==> src/rtl/apb_master_arbiter_pkg.sv <==
// apb_master_arbiter_pkg: shared FSM state encoding and default widths for the APB master arbiter
//   IDLE/SETUP/ACCESS : APB phase encoding held in the FSM state register
//   DEF_*             : default parameter values used by the interface, arbiter and top
package apb_master_arbiter_pkg;
    localparam logic [1:0] IDLE   = 2'b00;
    localparam logic [1:0] SETUP  = 2'b01;
    localparam logic [1:0] ACCESS = 2'b10;
    localparam int DEF_NUM_REQ = 4;
    localparam int DEF_ADDR_W  = 8;
    localparam int DEF_DATA_W  = 32;
    localparam int DEF_TIMEOUT = 16;
endpackage

==> src/rtl/apb_master_arbiter_if.sv <==
// apb_master_arbiter_if: APB bus between the arbiter (master) and the register/memory slave
//   psel, penable, pwrite, paddr, pwdata : master -> slave
//   pready, prdata                       : slave -> master
interface apb_master_arbiter_if
    import apb_master_arbiter_pkg::*;
#(
    parameter int ADDR_W = DEF_ADDR_W,
    parameter int DATA_W = DEF_DATA_W
) ();
    logic              psel;
    logic              penable;
    logic              pwrite;
    logic              pready;
    logic [ADDR_W-1:0] paddr;
    logic [DATA_W-1:0] pwdata;
    logic [DATA_W-1:0] prdata;
    modport master (output psel, penable, pwrite, paddr, pwdata, input pready, prdata);
    modport slave (input psel, penable, pwrite, paddr, pwdata, output pready, prdata);
endinterface

==> src/rtl/apb_master_arbiter_rr_arbiter.sv <==
// apb_master_arbiter_rr_arbiter: combinational round-robin pick among eligible requesters
//   req_i  : raw requests
//   mask_i : requesters excluded this cycle
//   last_i : index of the previous grant; search starts at last_i+1
//   gnt_o  : one-hot winner, idx_o : binary winner, any_o : some requester is eligible
module apb_master_arbiter_rr_arbiter
    import apb_master_arbiter_pkg::*;
#(
    parameter int NUM_REQ = DEF_NUM_REQ,
    parameter int IW      = $clog2(NUM_REQ)
) (
    input  logic [NUM_REQ-1:0] req_i,
    input  logic [NUM_REQ-1:0] mask_i,
    input  logic [IW-1:0]      last_i,
    output logic [NUM_REQ-1:0] gnt_o,
    output logic [IW-1:0]      idx_o,
    output logic               any_o
);
    logic [NUM_REQ-1:0] elig;
    logic [IW-1:0]      cand;
    assign elig  = req_i & ~mask_i;
    assign any_o = |elig;
    // Walk from the farthest offset down to last_i+1 so the nearest eligible candidate is written last and wins.
    always_comb begin
        gnt_o = '0;
        idx_o = '0;
        cand  = '0;
        for (int k = NUM_REQ; k >= 1; k--) begin
            cand = IW'((int'(last_i) + k) % NUM_REQ);
            if (elig[cand]) begin
                idx_o = cand;
                gnt_o = NUM_REQ'(1) << cand;
            end
        end
    end
endmodule

==> src/rtl/apb_master_arbiter.sv <==
// apb_master_arbiter: round-robin APB master sharing one slave port among NUM_REQ requesters
//   clk, rst_n                          : clock, asynchronous active-high reset
//   req_i, req_addr_i, req_write_i,
//   req_wdata_i                         : per-requester command, held until its done pulse
//   done_o, rsp_rdata_o, rsp_err_o      : one-cycle completion with read data / timeout flag
//   apb                                 : APB master port (all outputs registered)
module apb_master_arbiter
    import apb_master_arbiter_pkg::*;
#(
    parameter int NUM_REQ = DEF_NUM_REQ,
    parameter int ADDR_W  = DEF_ADDR_W,
    parameter int DATA_W  = DEF_DATA_W,
    parameter int TIMEOUT = DEF_TIMEOUT
) (
    input  logic                      clk,
    input  logic                      rst_n,
    input  logic [NUM_REQ-1:0]        req_i,
    input  logic [NUM_REQ*ADDR_W-1:0] req_addr_i,
    input  logic [NUM_REQ-1:0]        req_write_i,
    input  logic [NUM_REQ*DATA_W-1:0] req_wdata_i,
    output logic [NUM_REQ-1:0]        done_o,
    output logic [DATA_W-1:0]         rsp_rdata_o,
    output logic                      rsp_err_o,
    apb_master_arbiter_if.master      apb
);
    localparam int IW = $clog2(NUM_REQ);
    localparam int CW = TIMEOUT > 1 ? $clog2(TIMEOUT) : 1;
    logic [1:0]         state_q, state_d;
    logic               psel_q, psel_d, penable_q, penable_d, pwrite_q, pwrite_d, err_q, err_d;
    logic [ADDR_W-1:0]  paddr_q, paddr_d, sel_addr;
    logic [DATA_W-1:0]  pwdata_q, pwdata_d, rdata_q, rdata_d, sel_wdata;
    logic [NUM_REQ-1:0] done_q, done_d, gnt_q, gnt_d, arb_gnt;
    logic [IW-1:0]      last_q, last_d, arb_idx;
    logic [CW-1:0]      cnt_q, cnt_d;
    logic               arb_any, sel_write, timed_out;
    // A requester whose done is showing still has req high, so it is masked for that one cycle.
    apb_master_arbiter_rr_arbiter #(.NUM_REQ(NUM_REQ), .IW(IW)) u_arb (
        .req_i  (req_i),
        .mask_i (done_q),
        .last_i (last_q),
        .gnt_o  (arb_gnt),
        .idx_o  (arb_idx),
        .any_o  (arb_any)
    );
    always_comb begin
        sel_addr  = '0;
        sel_wdata = '0;
        sel_write = 1'b0;
        for (int i = 0; i < NUM_REQ; i++) begin
            if (arb_gnt[i]) begin
                sel_addr  = req_addr_i[i*ADDR_W +: ADDR_W];
                sel_wdata = req_wdata_i[i*DATA_W +: DATA_W];
                sel_write = req_write_i[i];
            end
        end
    end
    // cnt_q counts completed ACCESS cycles, so it reads TIMEOUT-1 during the TIMEOUT-th one.
    assign timed_out = (TIMEOUT != 0) && (cnt_q == CW'(TIMEOUT - 1));
    always_comb begin
        state_d   = state_q;
        psel_d    = psel_q;
        penable_d = penable_q;
        pwrite_d  = pwrite_q;
        paddr_d   = paddr_q;
        pwdata_d  = pwdata_q;
        rdata_d   = rdata_q;
        err_d     = err_q;
        gnt_d     = gnt_q;
        last_d    = last_q;
        cnt_d     = cnt_q;
        done_d    = '0;
        if (state_q == IDLE) begin
            if (arb_any) begin
                state_d  = SETUP;
                psel_d   = 1'b1;
                paddr_d  = sel_addr;
                pwdata_d = sel_wdata;
                pwrite_d = sel_write;
                gnt_d    = arb_gnt;
                last_d   = arb_idx;
            end
        end else if (state_q == SETUP) begin
            state_d   = ACCESS;
            penable_d = 1'b1;
            cnt_d     = '0;
        end else if (apb.pready || timed_out) begin
            state_d   = IDLE;
            psel_d    = 1'b0;
            penable_d = 1'b0;
            done_d    = gnt_q;
            err_d     = !apb.pready;
            rdata_d   = (apb.pready && !pwrite_q) ? apb.prdata : '0;
        end else begin
            cnt_d = cnt_q + CW'(1);
        end
    end
    always_ff @(posedge clk or posedge rst_n) begin
        if (rst_n) begin
            state_q   <= IDLE;
            psel_q    <= 1'b0;
            penable_q <= 1'b0;
            pwrite_q  <= 1'b0;
            paddr_q   <= '0;
            pwdata_q  <= '0;
            rdata_q   <= '0;
            err_q     <= 1'b0;
            done_q    <= '0;
            gnt_q     <= '0;
            last_q    <= IW'(NUM_REQ - 1);
            cnt_q     <= '0;
        end else begin
            state_q   <= state_d;
            psel_q    <= psel_d;
            penable_q <= penable_d;
            pwrite_q  <= pwrite_d;
            paddr_q   <= paddr_d;
            pwdata_q  <= pwdata_d;
            rdata_q   <= rdata_d;
            err_q     <= err_d;
            done_q    <= done_d;
            gnt_q     <= gnt_d;
            last_q    <= last_d;
            cnt_q     <= cnt_d;
        end
    end
    assign apb.psel    = psel_q;
    assign apb.penable = penable_q;
    assign apb.pwrite  = pwrite_q;
    assign apb.paddr   = paddr_q;
    assign apb.pwdata  = pwdata_q;
    assign done_o      = done_q;
    assign rsp_rdata_o = rdata_q;
    assign rsp_err_o   = err_q;
endmodule

==> src/flat_wrapper.sv <==
// flat-port wrapper written by rule: the top's interface ports become plain ports
module apb_master_arbiter_flat import apb_master_arbiter_pkg::*;
#(
    parameter int NUM_REQ = DEF_NUM_REQ,
    parameter int ADDR_W  = DEF_ADDR_W,
    parameter int DATA_W  = DEF_DATA_W,
    parameter int TIMEOUT = DEF_TIMEOUT
)
  (clk, rst_n, req_i, req_addr_i, req_write_i, req_wdata_i, done_o, rsp_rdata_o, rsp_err_o, apb_psel, apb_penable, apb_pwrite, apb_paddr, apb_pwdata, apb_pready, apb_prdata);
  apb_master_arbiter_if #(.ADDR_W(ADDR_W), .DATA_W(DATA_W)) apb_i ();
  input  logic clk;
  input  logic rst_n;
  input  logic [NUM_REQ-1:0] req_i;
  input  logic [NUM_REQ*ADDR_W-1:0] req_addr_i;
  input  logic [NUM_REQ-1:0] req_write_i;
  input  logic [NUM_REQ*DATA_W-1:0] req_wdata_i;
  output logic [NUM_REQ-1:0] done_o;
  output logic [DATA_W-1:0] rsp_rdata_o;
  output logic rsp_err_o;
  output wire logic [$bits(apb_i.psel)-1:0] apb_psel;
  output wire logic [$bits(apb_i.penable)-1:0] apb_penable;
  output wire logic [$bits(apb_i.pwrite)-1:0] apb_pwrite;
  output wire logic [$bits(apb_i.paddr)-1:0] apb_paddr;
  output wire logic [$bits(apb_i.pwdata)-1:0] apb_pwdata;
  input wire logic [$bits(apb_i.pready)-1:0] apb_pready;
  input wire logic [$bits(apb_i.prdata)-1:0] apb_prdata;
  assign apb_psel = apb_i.psel;
  assign apb_penable = apb_i.penable;
  assign apb_pwrite = apb_i.pwrite;
  assign apb_paddr = apb_i.paddr;
  assign apb_pwdata = apb_i.pwdata;
  assign apb_i.pready = apb_pready;
  assign apb_i.prdata = apb_prdata;
  apb_master_arbiter #(.NUM_REQ(NUM_REQ), .ADDR_W(ADDR_W), .DATA_W(DATA_W), .TIMEOUT(TIMEOUT)) u_core (.clk(clk), .rst_n(rst_n), .req_i(req_i), .req_addr_i(req_addr_i), .req_write_i(req_write_i), .req_wdata_i(req_wdata_i), .done_o(done_o), .rsp_rdata_o(rsp_rdata_o), .rsp_err_o(rsp_err_o), .apb(apb_i));
endmodule
==> config.mk <==
export PLATFORM = sky130hd
export DESIGN_NAME = apb_master_arbiter_flat
export DESIGN_NICKNAME = d
export VERILOG_FILES = /design/src/rtl/apb_master_arbiter_pkg.sv /design/src/rtl/apb_master_arbiter_if.sv /design/src/rtl/apb_master_arbiter_rr_arbiter.sv /design/src/rtl/apb_master_arbiter.sv /design/src/flat_wrapper.sv
export SDC_FILE = /design/constraint.sdc
export NUM_CORES = 1
export LEC_CHECK = 0
export CORE_UTILIZATION = 42
export DETAILED_ROUTE_END_ITERATION = 8
export PLACE_DENSITY = 0.82
export SLEW_MARGIN = 20
export SYNTH_ARGS = -nofsm -noshare
export SYNTH_HDL_FRONTEND = slang
export SYNTH_HIERARCHICAL = 1
export SYNTH_SLANG_ARGS = --single-unit
==> constraint.sdc <==
create_clock -name clk -period 4.82 [get_ports clk]
set_input_delay 1.446 -clock clk [delete_from_list [all_inputs] [get_ports clk]]
set_output_delay 1.446 -clock clk [all_outputs]
set_load 0.02 [all_outputs]
==> impl_results.md, run 1 <==
* Vias at 5727
* DP Area at 8800 sq um
* Hold Crit Endpoint: u_core/cnt_q[3]
* Total leakage power at 3.66 nW
* I/O pins at 283
* WL per Instance at 17.3 um
* Largest net degree at the start of global routing at 84
* Die height at 120 um
* Crit path max-delay family: compound AO/OA/AOI/OAI gates
* Crit path largest cell delay at 0.56 ns
* Hold_ws at 0.473 ns
* Post-cts sizing count at 0
* Multi-input gate area at 2960 sq um
* First-pass GRT wire length at 28.1 mm
* Relative slew slack at 57.2%
* Reg2reg end: u_core/apb.pwdata[4]
* Number of global-route vias before repair at 5480
* YS warnings at 6
* CTS tree: done
* Outcome: finished, final reports clean
* Commonest non-fill, non-tap cell in the layout: clkdlybuf4s50_1
* Crit Path Category: in -> reg
* Cts hold-fix bufs at 0
* Clk root buf: clkbuf_16
* Final Skew at 0.00535 ns
* TritonCTS Buffers at 9
* Final hold vios at 0
* Max cap viols at 0
* Area delta synth->final at 54.6%
* Crit Reg-Reg Startpoint: u_core/last_q[0]
* Crit Path Max Fanout at 29
* PwrDens at 793 nW/um^2
* Pins over their slew limit at 0
* Seq cells post-synth at 92
* Fillers at 1118
* Synthesized area at 5900 sq um
* Worst Path Required at 5.08 ns
* Gr usage total at 25.0%
* Sequential cell area fraction in the yosys report at 39.1%
* Post-detail-place hpwl at 13.6 mm
* Number of antenna violations at the first check in global routing at 0
* RSZ-0062 raised after global routing: false
* Startpoint Class: input port
* GRT overflow at 0
* Post-synth ARST share at 100%
* DR pass1 iterations at 5
* Clock Latency Late Sink at 0.33 ns
* Worst Setup End Kind: register
* Worst Tran Pin Value at 0.642 ns
* Synth cell types at 44
* CTS sink count at 92
* Top_reg_cell synth: dfrtp_1
* Via/cell ratio at 5.37
* Crit path cell chain: clkdlybuf4s50_1 -> nor2b_1 -> mux4_2 -> a311oi_4 -> nand3_1 -> a41oi_4 -> buf_4 -> a21oi_1 -> a221o_1 -> a31oi_2
* Die area at 14500 sq um
* Max VDD drop at 0.437 mV
* Fin crit period at 4.03 ns
* Number of synthesized flops with an enable pin at 0
* Most frequent cells in the layout: clkdlybuf4s50_1 (282), dfrtp_1 (90), inv_1 (77)
* Hold_sp: u_core/cnt_q[3]
* Std cell rows at 42
* Hold WC Path Type: reg -> reg
* Final setup violation count at 0
* Reg2reg setup slack at 1.36 ns
* # DRC at 0
* Slowest-stage cell, CP: mux4_2
* Starting Density at 43.8%
* DRT iter0 DRCs at 457
* Buffers and inverters on the worst path at 2
* Core area at 13500 sq um
* R2R cell count at 10
* Die W at 120 um
* Placer Congestion at 0.932
* Fin area at 9110 sq um
* Fin nets at 1094
* Drt total wl at 18.4 mm
* IO Port Bufs at 282
* H-tree levels at 3
* Max Clk Rate at 0.248 GHz
* Tcrit/Tclk final at 83.6%
* Worst-path clk slew at 0.07 ns
* CP arrival at 4.29 ns
* Setup TNS at 0 ns
* ANT nets after route at 0
* Storage cell area at 2300 sq um
* Syn Nets at 845
* Share of layout cells above drive strength 1 at 10.2%
* # Post-CTS Setup Buffers at 0
* Mean Syn Cell Area at 9.27 sq um
* Clock Path Buffers at 2
* # diodes at 0
* Gate count after technology mapping at 636
* Hold Path Depth at 1
==> metrics by stage <==
stage | std cells | utilization [%] | setup slack, ns | power [mW]
2_1_floorplan | 636 | - | 0.985 | 5.08
3_3_place_gp | 1050 | 65.4 | 0.553 | 6.36
3_5_place_dp | 1050 | 65.4 | 0.453 | 6.48
4_1_cts | 1066 | 67.7 | 0.807 | 7.24
5_1_grt | 1066 | 67.7 | 0.690 | 7.70
6_report | 1066 | 67.7 | 0.789 | 7.23
==> worst max path at each step <==
stage               slack [ns]  cells after the start     start                    to
global route              0.69                     10  req_i[0]  u_core/apb.pwdata[3]
detailed placement        0.45                     10  req_i[0]  u_core/apb.pwdata[4]
CTS                       0.81                     10  req_i[0]  u_core/apb.pwdata[4]
floorplan                 0.99                      1     rst_n   u_core/apb.paddr[0]
finish                    0.79                     10  req_i[0]  u_core/apb.pwdata[4]
global placement          0.55                     10  req_i[0]  u_core/apb.pwdata[5]
==> power breakdown <==
part	internal, mW	switching (mW)
Combinational	2.33	2.79
Sequential	1.13	0.225
Clock	0.456	0.298
==> registers in the layout, indices dropped and copies added (netlist names), 2 cells and up <==
| register | cells |
|---|---|
| u_core/apb.pwdata | 32 |
| u_core/rsp_rdata_o | 32 |
| u_core/apb.paddr | 8 |
| u_core/cnt_q | 4 |
| u_core/done_o | 4 |
| u_core/gnt_q | 4 |
| u_core/last_q | 2 |
| u_core/state_q | 2 |
==> routing by layer <==
metal | part of all wire (%) | vias to the layer above | GRT usage, %
met5 | 0 | - | 0
met4 | 2.8 | 0 | 10.5
met3 | 8.1 | 34 | 6.56
met2 | 49 | 244 | 42.6
met1 | 40 | 2692 | 29.7
li1 | - | 2757 | -
==> kinds of logic after synthesis <==
logic type / count (synthesis) / synth area share (%)
DFF: 92 / 39.1
buffers and inverters: 138 / 11.7
adders and majority gates: 6 / 1.27
and+or+nand+nor: 203 / 19.8
AOI/OAI and AO/OA: 179 / 24.7
muxes: 18 / 3.39
==> final cells by class <==
type	count	area share, %
Clock buffer	10	2.51
Clock inverter	6	0.961
Inverter	79	3.28
Multi-Input combinational cell	406	32.5
Sequential cell	92	25.3
Tap cell	176	2.42
Timing Repair Buffer	297	33.0
==> synthesized netlist by cell type, types with 9 or more instances <==
| cell type | instances | area, sq um |
|---|---|---|
| inv_1 | 78 | 293 |
| o21ai_2 | 10 | 87.6 |
| buf_2 | 11 | 55.1 |
| buf_6 | 18 | 203 |
| nand2b_1 | 9 | 56.3 |
| nand4b_1 | 32 | 280 |
| a21oi_1 | 43 | 215 |
| a31oi_2 | 30 | 375 |
| o21ai_0 | 27 | 135 |
| mux2i_1 | 11 | 110 |
| dfrtp_1 | 90 | 2250 |
| nand2_1 | 49 | 184 |
| clkbuf_1 | 22 | 82.6 |
| a221o_1 | 41 | 410 |
| nor2_1 | 49 | 184 |
| nand3b_1 | 40 | 300 |
| a31oi_1 | 15 | 93.8 |
Note: power is estimated with default switching activity, not from simulation.
==> run 2: changes to the inputs <==
==> constraint.sdc (replaced) <==
create_clock -name clk -period 3.85 [get_ports clk]
set_input_delay 1.155 -clock clk [delete_from_list [all_inputs] [get_ports clk]]
set_output_delay 1.155 -clock clk [all_outputs]
set_load 0.02 [all_outputs]
==> run 2 against run 1 <==
Effect of this change: clock power grew 27%; worst setup slack worse by 0.58 ns; combinational power up 29%; first-iteration DRC count fell by 33%; via count is 0.72% higher; flip-flop and latch count did not move; critical path depth is the same; global-route usage increased by 0.58 points; sequential share of layout area shrank 0.27 points; worst hold slack improved by 0.0039 ns; clock skew is 0.0050 ns higher; power is 28% higher; critical endpoint is now u_core/apb.pwdata[11].
==> impl_results.md, run 2 (same netlist as run 1, synthesis figures left out) <==
* Final core utilization at 68.5% (+0.74 points)
* Die area at 14500 sq um (unchanged)
* H-tree levels at 3 (unchanged)
* Largest net degree at the start of global routing at 56 (-33%)
* Core area at 13500 sq um (unchanged)
* Buffers and inverters on the worst path at 2 (unchanged)
* Finished Layout Cells at 1072 (+0.56%)
* Number of cells after detailed placement at 1055 (+0.48%)
* DRT iter0 DRCs at 305 (-33%)
* Max Clk Rate at 0.275 GHz
* Area delta synth->final at 56.2%
* Design Power at 9.28 mW (+28%)
* CP arrival at 3.89 ns (-0.40 ns)
* Slowest-stage cell, CP: mux4_2
* Crit path max-delay family: compound AO/OA/AOI/OAI gates
* ANT nets after route at 0 (unchanged)
* First-pass GRT wire length at 28.8 mm (+2.5%)
* Worst-path clk slew at 0.06 ns (about the same)
* Worst Setup End Kind: register
* Setup TNS at 0 ns (unchanged)
* Crit Path Max Fanout at 48 (+66%)
* # DRC at 0 (unchanged)
* TritonCTS Buffers at 9 (unchanged)
* Reg2reg end: u_core/apb.pwdata[11]
* Crit. Startpoint: req_i[1]
* Post-detail-place hpwl at 13.8 mm (+0.99%)
* Clock Latency Late Sink at 0.34 ns (about the same)
* Fin area at 9210 sq um (+1.1%)
* Most frequent cells in the layout: clkdlybuf4s50_1 (282), dfrtp_1 (90), inv_1 (77)
* Placer Congestion at 0.869 (-6.8%)
* Relative slew slack at 48.9% (-8.3 points)
* Share of layout cells above drive strength 1 at 10.8% (+0.61 points)
* Via/cell ratio at 5.38 (+0.15%)
* Clock Path Buffers at 2 (unchanged)
* Final hold vios at 0 (unchanged)
* Outcome: finished, final reports clean
* Crit Path Category: in -> reg
* Std cell rows at 42 (unchanged)
* Worst Path Required at 4.10 ns (-0.98 ns)
* Vias at 5768 (+0.72%)
* Starting Density at 43.8% (unchanged)
* Post-cts sizing count at 0 (unchanged)
* Pre-CTS setup slack at -0.0767 ns (-0.530 ns)
* Stages on worst setup path at 10 (unchanged)
* Drt total wl at 18.8 mm (+1.8%)
* Startpoint Class: input port
* Reg2reg setup slack at 0.44 ns (-0.92 ns)
* DR pass1 iterations at 4 (-1)
* Pins over their slew limit at 0 (unchanged)
* # Post-CTS Setup Buffers at 0 (unchanged)
* Total leakage power at 3.70 nW (+1.3%)
* Hold WC Path Type: reg -> reg
* Hold_ws at 0.476 ns (+0.00386 ns)
* Clk root buf: clkbuf_16
* I/O pins at 283 (unchanged)
* IO Port Bufs at 282 (unchanged)
* Fin crit period at 3.64 ns
* Final setup violation count at 0 (unchanged)
* CP endpoint: u_core/apb.pwdata[11]
* Number of global-route vias before repair at 5515 (+0.64%)
* Final Skew at 0.0103 ns (+0.00497 ns)
* Worst Tran Pin Value at 0.766 ns (+0.124 ns)
* Tcrit/Tclk final at 94.5%
* CTS tree: done
* Commonest non-fill, non-tap cell in the layout: clkdlybuf4s50_1
* RSZ-0062 raised after global routing: false
* Max VDD drop at 0.788 mV (+80%)
* Cts hold-fix bufs at 0 (unchanged)
* Number of antenna violations at the first check in global routing at 1 (+1)
* Crit Reg-Reg Startpoint: u_core/last_q[0]
* Fin nets at 1099 (+0.46%)
* Gr usage total at 25.6% (+0.58 points)
* Crit path cell chain: clkdlybuf4s50_1 -> nor2b_1 -> mux4_2 -> a311oi_4 -> nand3_1 -> a41oi_4 -> buf_12 -> a21oi_1 -> a221o_1 -> a31oi_2
* Setup slack after layout at 0.212 ns (-0.577 ns)
* WL per Instance at 17.5 um (+1.2%)
* DP Area at 8880 sq um (+1.0%)
* Max cap viols at 0 (unchanged)
* Die height at 120 um (unchanged)
* R2R cell count at 10 (unchanged)
* Crit path largest cell delay at 0.50 ns (-0.06 ns)
* CTS sink count at 92 (unchanged)
* PwrDens at 1010 nW/um^2 (+27%)
* Die W at 120 um (unchanged)
* GRT overflow at 0 (unchanged)
-- run 2: how the worst min path moves through the flow --
stage          slack [ns]  depth (start not counted)            start               end
6_report             0.48                          1  u_core/gnt_q[0]  u_core/done_o[0]
3_5_place_dp         0.46                          1  u_core/gnt_q[0]  u_core/done_o[0]
5_1_grt              0.50                          1  u_core/gnt_q[2]  u_core/done_o[2]
2_1_floorplan        0.44                          1  u_core/cnt_q[3]   u_core/cnt_q[3]
4_1_cts              0.48                          1  u_core/gnt_q[0]  u_core/done_o[0]
3_3_place_gp         0.46                          1  u_core/gnt_q[2]  u_core/done_o[2]
-- run 2: report_power, final --
part | switching, mW | internal (mW)
combinational | 3.54 | 3.08
clock | 0.373 | 0.587
sequential | 0.295 | 1.41
total | 4.21 | 5.08
-- run 2: final cells by class --
type | count | area (sq um)
Tap cell | 176 | 220
Fill cell | 1071 | 4240
Inverter | 79 | 299
Clock inverter | 6 | 87.6
Multi-Input combinational cell | 406 | 2960
Antenna cell | 1 | 2.50
Clock buffer | 10 | 239
Timing Repair Buffer | 302 | 3100
Sequential cell | 92 | 2300
-- run 2: worst register-to-register path: stages (launching register included) --
cell,delay (ns)
dfstp_2,0.70
inv_2,0.15
ha_1,0.44
mux4_2,0.38
a311oi_4,0.31
nand3_1,0.19
a41oi_4,0.28
buf_12,0.24
a21oi_1,0.12
a221o_1,0.35
a31oi_2,0.17
-- run 2: routing by layer --
layer  vias up  global-route usage (%)  routed length [um]
met3        23                    6.08                1480
li1       2757                       -                   -
met5         -                       0                   0
met1      2737                    32.3                7690
met4         0                    7.72                 330
met2       251                    43.2                9270
==> run 3: changes to the inputs <==
==> constraint.sdc (replaced) <==
create_clock -name clk -period 4.1 [get_ports clk]
set_input_delay 1.23 -clock clk [delete_from_list [all_inputs] [get_ports clk]]
set_output_delay 1.23 -clock clk [all_outputs]
set_load 0.02 [all_outputs]
==> run 3 against run 2 <==
Effect of this change: worst setup slack improved by 0.16 ns; clock power decreased by 6.3%; cell count decreased by 0.28%; non-clock buffer count decreased by 2; sequential share of layout area about the same; flip-flop and latch count unchanged.
==> impl_results.md, run 3 (same netlist as run 1, synthesis figures left out) <==
* Hold Path Depth at 1 (unchanged)
* Reg2reg end: u_core/apb.pwdata[11]
* Drt total wl at 18.4 mm (-2.1%)
* Core area at 13500 sq um (unchanged)
* Metal-1 WL at 7.56 mm (-1.8%)
* Worst Tran Pin Value at 0.617 ns (-0.149 ns)
* Reg2reg setup slack at 0.68 ns (+0.24 ns)
* Pins over their slew limit at 0 (unchanged)
* Outcome: finished, final reports clean
* WL met2 at 9.05 mm (-2.4%)
* Worst Setup End Kind: register
* Area delta synth->final at 56.0%
* Post-cts sizing count at 0 (unchanged)
* Crit Path Max Fanout at 49 (+2.1%)
* Setup TNS at 0 ns (unchanged)
* Largest net degree at the start of global routing at 56 (unchanged)
* DRT iter0 DRCs at 394 (+29%)
* # Post-CTS Setup Buffers at 0 (unchanged)
* PwrDens at 944 nW/um^2 (-6.4%)
* Hold Crit Endpoint: u_core/done_o[2]
* DP Area at 8870 sq um (-0.17%)
* R2R cell count at 10 (unchanged)
* Die W at 120 um (unchanged)
* Fillers at 1052 (-1.8%)
* Share of layout cells above drive strength 1 at 10.5% (-0.31 points)
* Storage cell area at 2300 sq um (unchanged)
* Hold_ws at 0.471 ns (-0.00525 ns)
* Commonest non-fill, non-tap cell in the layout: clkdlybuf4s50_1
* Cts hold-fix bufs at 0 (unchanged)
* Crit path cell chain: clkdlybuf4s50_1 -> nor2b_1 -> mux4_2 -> a311oi_4 -> nand3_1 -> a41oi_4 -> buf_12 -> a21oi_1 -> a221o_1 -> a31oi_2
* Worst Path Required at 4.36 ns (+0.26 ns)
* H-tree levels at 3 (unchanged)
* Fin area at 9200 sq um (-0.19%)
* Crit path largest cell delay at 0.56 ns (+0.06 ns)
* CTS sink count at 92 (unchanged)
* WL per Instance at 17.2 um (-1.8%)
* Max cap viols at 0 (unchanged)
* Die height at 120 um (unchanged)
* Most frequent cells in the layout: clkdlybuf4s50_1 (282), dfrtp_1 (90), inv_1 (77)
* ANT nets after route at 0 (unchanged)
* Startpoint Class: input port
* Relative slew slack at 58.9% (+10 points)
* Worst-path clk slew at 0.07 ns (about the same)
* Final Skew at 0.00911 ns (-0.00121 ns)
* IO Port Bufs at 282 (unchanged)
* TritonCTS Buffers at 9 (unchanged)
* Max Clk Rate at 0.268 GHz
* Post-detail-place hpwl at 13.7 mm (-0.51%)
* DR pass1 iterations at 5 (+1)
* # diodes at 0 (-1)
* CTS tree: done
* GRT overflow at 0 (unchanged)
* Number of global-route vias before repair at 5594 (+1.4%)
* Max VDD drop at 0.772 mV (-2.0%)
* Via/cell ratio at 5.36 (-0.33%)
* Final hold vios at 0 (unchanged)
* Clk root buf: clkbuf_16
* Number of cells after detailed placement at 1053 (-0.19%)
* CP arrival at 3.99 ns (+0.10 ns)
* Final core utilization at 68.4% (-0.13 points)
* Finished Layout Cells at 1069 (-0.28%)
* Multi-input gate area at 2960 sq um (unchanged)
* RSZ-0062 raised after global routing: false
* Starting Density at 43.8% (unchanged)
* Met3 wire length at 1.40 mm (-5.2%)
* Crit Path Category: in -> reg
* Top routing layer in use: met4
* Vias at 5733 (-0.61%)
* # DRC at 0 (unchanged)
* Hold WC Path Type: reg -> reg
* Final setup violation count at 0 (unchanged)
* Clock Path Buffers at 2 (unchanged)
* Tcrit/Tclk final at 90.9%
* Number of antenna violations at the first check in global routing at 0 (-1)
* Fin crit period at 3.73 ns
* Clock Latency Late Sink at 0.34 ns (about the same)
* Gr usage total at 25.2% (-0.39 points)
* Crit Reg-Reg Startpoint: u_core/last_q[0]
* Total leakage power at 3.68 nW (-0.54%)
* Placer Congestion at 0.886 (+2.0%)
* First-pass GRT wire length at 28.6 mm (-0.74%)
* Fin nets at 1097 (-0.18%)
* I/O pins at 283 (unchanged)
* Hold_sp: u_core/gnt_q[2]
* Die area at 14500 sq um (unchanged)
* Std cell rows at 42 (unchanged)
* Slowest-stage cell, CP: mux4_2
-- run 3: report_power, final --
group          total [mW]  switching [mW]  internal (mW)
clock               0.900           0.346          0.553
sequential           1.60           0.275           1.33
combinational        6.18            3.30           2.87
total                8.68            3.93           4.75
-- run 3: layer usage --
metal,vias up,track usage (%)
met5,-,0
met4,0,7.48
met3,30,6.79
met2,241,42.6
met1,2705,31.3
li1,2757,-
-- run 3: how the worst max path moves through the flow --
stage	startpoint	end	cells after the start
6_report	req_i[0]	u_core/apb.pwdata[11]	10
3_3_place_gp	req_i[0]	u_core/apb.pwrite	10
4_1_cts	req_i[0]	u_core/apb.pwdata[11]	10
2_1_floorplan	rst_n	u_core/apb.paddr[0]	1
5_1_grt	req_i[1]	u_core/apb.pwrite	10
3_5_place_dp	req_i[0]	u_core/apb.pwdata[11]	10
-- run 3: layout make-up --
class / count / share of cell area, %
Tap cell: 176 / 2.39
Multi-Input combinational cell: 406 / 32.2
Clock buffer: 11 / 2.64
Clock inverter: 5 / 0.912
Timing Repair Buffer: 300 / 33.5
Sequential cell: 92 / 25.1
Inverter: 79 / 3.25
-- run 3: stage by stage --
| stage | setup slack (ns) | total power, mW |
|---|---|---|
| 2_1_floorplan | 0.481 | 5.97 |
| 6_report | 0.373 | 8.68 |
| 3_3_place_gp | 0.104 | 7.63 |
| 4_1_cts | 0.393 | 8.69 |
| 3_5_place_dp | 0.0549 | 7.77 |
| 5_1_grt | 0.251 | 9.24 |
-- run 3: critical path, delay by kind of cell --
family / cells / cell delay (ns)
multiplexers: 1 / 0.56
AO/OA/AOI/OAI: 5 / 1.21
buffers and inverters: 2 / 0.66
AND/OR/NAND/NOR: 2 / 0.32
==> patch 1 (config.mk and constraints of run 1) <==
Change the package constant `DEF_ADDR_W` from 8 to 9.
--- a/src/rtl/apb_master_arbiter_pkg.sv
+++ b/src/rtl/apb_master_arbiter_pkg.sv
@@ -8,3 +8,3 @@
     localparam int DEF_NUM_REQ = 4;
-    localparam int DEF_ADDR_W  = 8;
+    localparam int DEF_ADDR_W  = 9;
     localparam int DEF_DATA_W  = 32;
Ports: changed (resized apb_paddr and req_addr_i); port bits go from 283 to 288. The function was not compared with the original's and may differ.
==> patch 1 against run 1 <==
- first-iteration DRC count decreased by 32%
- worst hold slack better by 0.0023 ns
- sequential cell count grew 1
- final area rose by 0.12%
- routed wire length decreased by 1.1%
- synthesized area decreased by 1.2%
- power shrank 0.59%
- setup slack better by 0.034 ns
==> patch 1: results (changes against run 1) <==
Status
  • Outcome: finished, final reports clean

Worst hold path
  • Hold Path Stages: 1 (unchanged)
  • Hold path start: u_core/cnt_q[3]$_DFFE_PP0P_

Global route
  • M2 GR Usage: 42.6% (about the same)
  • First-pass GRT wire length: 29100 um (+3.5%)
  • Pin count of the biggest net entering global routing: 71 (-15%)
  • Initial antenna violation count: 2 (+2)
  • Met3 Resource Use GR: 7.98% (+1.4 points)
  • GRT Total Usage: 25.8% (+0.80 points)
  • Met1 usage: 31.3% (+1.6 points)

Power and ir drop
  • Peak supply drop: 0.767 mV (+75%)
  • P_leak: 3.67 nW (+0.48%)

Timing
  • Fin Clk Skew: 0.00611 ns (+0.000765 ns)
  • Worst-Margin Slew: 0.744 ns (+0.101 ns)
  • Final worst slack: 0.823 ns (+0.0336 ns)

Cells and area
  • Final #Nets: 1112 (+1.6%)
  • Share of layout cells above drive strength 1: 9.07% (-1.2 points)
  • Filler cells: 1127 (+0.81%)

Setup path
  • FF-to-FF setup slack: 1.39 ns (+0.03 ns)
  • CP max FO: 70 (+140%)
  • Crit path DAT: 4.25 ns (-0.04 ns)
  • Crit Reg-Reg Endpoint: u_core/apb.paddr[2]$_DFFE_PP0P_
  • Critical path class: input pin to flip-flop
  • Critical Path Start: req_i[0]

Detailed routing
  • Met3 WL: 1510 um (+1.5%)
  • Metal-1 WL: 7360 um (-0.69%)
  • Via count: 5717 (-0.17%)
  • Wire length on met2: 8850 um (-2.0%)
  • 1st-iter DRT viols: 311 (-32%)
  • Wire per inst: 16.9 um (-2.6%)
  • 1st-pass router iterations: 4 (-1)

Placement
  • PortBufs: 287 (+1.8%)
  • GPL Wtd Cong: 0.885 (-5.0%)
  • Pre-CTS setup slack: 0.477 ns (+0.0243 ns)
  • HPWL after DPL: 13400 um (-1.3%)

Synthesis
  • Syn avg cell area: 9.05 sq um (-2.4%)
  • Synth area leaders: dfrtp_1 (39%), a221o_1 (7.2%), nand3b_1 (5.4%)
  • Sequential share of the synthesized area: 40.0% (+0.90 points)
  • Synthesized Nets: 857 (+1.4%)
  • Commonest cells post-synth: dfrtp_1 (91), inv_1 (79), nand2_1 (50), nor2_1 (50)

Clock tree
  • Root buf cell: clkbuf_16
==> patch 1: cell count changes after synthesis, sizes merged <==
cell / run 1 / this run
a31oi: 45 / 46
dfrtp: 90 / 91
inv: 79 / 80
nand2: 49 / 50
a21oi: 43 / 44
a221o: 41 / 42
nor2: 49 / 50
nand3b: 41 / 42
==> patch 1: layout make-up <==
| class | count | area [sq um] | share of cell area, % |
|---|---|---|---|
| inverters | 80 | 303 | 3.32 |
| clock inverters | 7 | 90.1 | 0.987 |
| diodes | 2 | 5.00 | 0.0548 |
| well taps | 176 | 220 | 2.41 |
| multi-input cells | 412 | 2910 | 31.9 |
| flip-flops and latches | 93 | 2330 | 25.5 |
| repair buffers | 303 | 3040 | 33.3 |
| clock buffers | 9 | 225 | 2.47 |
==> patch 1: cell families after synthesis <==
family	count (synthesis)	synth area share (%)
multiplexers	18	3.44
AND/OR/NAND/NOR	206	20.1
flip-flops	93	40.0
buffers and inverters	139	11.2
AO/OA/AOI/OAI	182	24.0
adder cells (fa/ha/maj)	6	1.29
==> patch 1: critical path, cell delays in order <==
cell             delay, ns
clkdlybuf4s50_1       0.41
nor2b_1               0.18
mux4_2                0.56
a311oi_4              0.28
nand3_1               0.18
a41oi_4               0.24
buf_12                0.29
a21oi_1               0.12
a221o_1               0.36
a31oi_1               0.16
==> patch 1: metrics by stage <==
stage	instances	hold WS [ns]	area, sq um
floorplan	644	0.440	5830
global placement	1064	0.457	8800
detailed placement	1064	0.465	8800
CTS	1080	0.476	9120
global route	1082	0.500	9130
finish	1082	0.475	9130
==> patch 1: report_power, final <==
group          internal, mW  total [mW]  switching (mW)  leakage, nW
clock network         0.452       0.751           0.299        0.151
registers              1.14        1.36           0.218         1.13
logic                  2.28        5.07            2.80         2.39
==> patch 2 (config.mk and constraints of run 1) <==
Without the edit above. Reset style: synchronous (`rst_n`), changed in one clocked block. Comments in the files are not updated.
--- a/src/rtl/apb_master_arbiter.sv
+++ b/src/rtl/apb_master_arbiter.sv
@@ -96,3 +96,3 @@
     end
-    always_ff @(posedge clk or posedge rst_n) begin
+    always_ff @(posedge clk) begin
         if (rst_n) begin
Formal check against the unedited RTL: differs if rst_n is asserted again (counterexample within 4 cycles, from zero or initial values and one cycle with rst_n high); with rst_n held inactive, the same outputs for 4 cycles.
==> patch 2 against run 1 <==
- synthesized area shrank 16%
- setup slack lost 0.0051 ns
- power shrank 37%
- fmax shrank 0.13%
- final area shrank 11%
- sequential cell count is the same
- register-to-register slack lost 0.10 ns
- routed wire length shrank 6.5%
- largest cell class unchanged
==> patch 2: results (changes against run 1) <==
Synthesis
  • Commonest cells post-synth: dfxtp_1 (92), nand2_1 (49), a31oi_1 (47), a21oi_1 (46), inv_1 (44)
  • Synth Area in Compound Gates: 32.0% (+7.3 points)
  • Multiplexer share of the synthesized area: 3.91% (+0.51 points)
  • Fraction of registers with async set/reset: 0% (-100 points)
  • Post-Synth Adder-Cell Area: 1.52% (+0.25 points)
  • Synthesized Nets: 788 (-6.7%)
  • Synth area leaders: dfxtp_1 (37%), a221o_1 (8.3%), nand3b_1 (6.2%)
  • Synth warn: 6 (unchanged)
  • Sequential share of the synthesized area: 37.3% (-1.8 points)

Global route
  • Pin count of the biggest net entering global routing: 88 (+4.8%)
  • M2 GR Usage: 46.4% (+3.8 points)
  • GRT Total Usage: 26.8% (+1.8 points)
  • Met1 usage: 29.6% (-0.056 points)
  • First-pass GRT wire length: 25000 um (-11%)
  • Met3 Resource Use GR: 8.70% (+2.1 points)

Power and ir drop
  • Sequential logic power: 1.07 mW (-21%)
  • P_leak: 3.12 nW (-15%)
  • Comb power frac: 60.7% (-10 points)

Detailed routing
  • Met3 WL: 1700 um (+14%)
  • Via count: 5475 (-4.4%)
  • Metal-1 WL: 6610 um (-11%)
  • Wire length on met2: 8340 um (-7.6%)
  • Detailed Route WL: 17200 um (-6.5%)
  • 1st-iter DRT viols: 322 (-30%)

Setup path
  • Crit path DAT: 4.30 ns (about the same)
  • FF-to-FF setup slack: 1.26 ns (-0.10 ns)
  • CP delay by family, top: buffers and inverters
  • R2R Path Start: u_core/last_q[0]$_SDFFE_PP1P_
  • Critical Path Start: req_i[2]
  • Critical Path Slowest Stage Cell: mux2i_1

Timing
  • Fin Clk Skew: 0.0105 ns (+0.00512 ns)

Cells and area
  • Share of layout cells above drive strength 1: 4.57% (-5.7 points)
  • Final #Nets: 1035 (-5.4%)

Status
  • Outcome: finished, final reports clean

Worst hold path
  • Hold worst-path end: u_core/done_o[0]$_SDFF_PP0_
## patch 2: cell types whose count changed after synthesis, moves of 10 or more
cell and delta:
dfxtp_1 +92, nand4b_1 -32, a31oi_1 +32, a31oi_2 -30
o21ai_2 -10, buf_6 -12, o21ai_0 +16, inv_1 -34
dfrtp_1 -90, a22o_1 +34, nor2_1 -38
## patch 2: cell type report
class,instances,area (sq um)
clock inverters,7,83.8
flip-flops and latches,92,1840
multi-input cells,385,2680
fillers,865,3270
well taps,143,179
repair buffers,291,2950
inverters,47,179
clock buffers,9,225
## patch 2: per-stage QoR
step	hold slack (ns)	setup slack [ns]	power [mW]	cells	instance area (sq um)
after floorplan	0.429	1.18	2.90	579	4930
after global placement	0.442	0.544	3.73	958	7840
after detailed placement	0.440	0.477	3.80	958	7840
after CTS	0.459	0.826	4.54	974	8150
after global routing	0.476	0.639	4.82	974	8150
final	0.457	0.784	4.55	974	8150
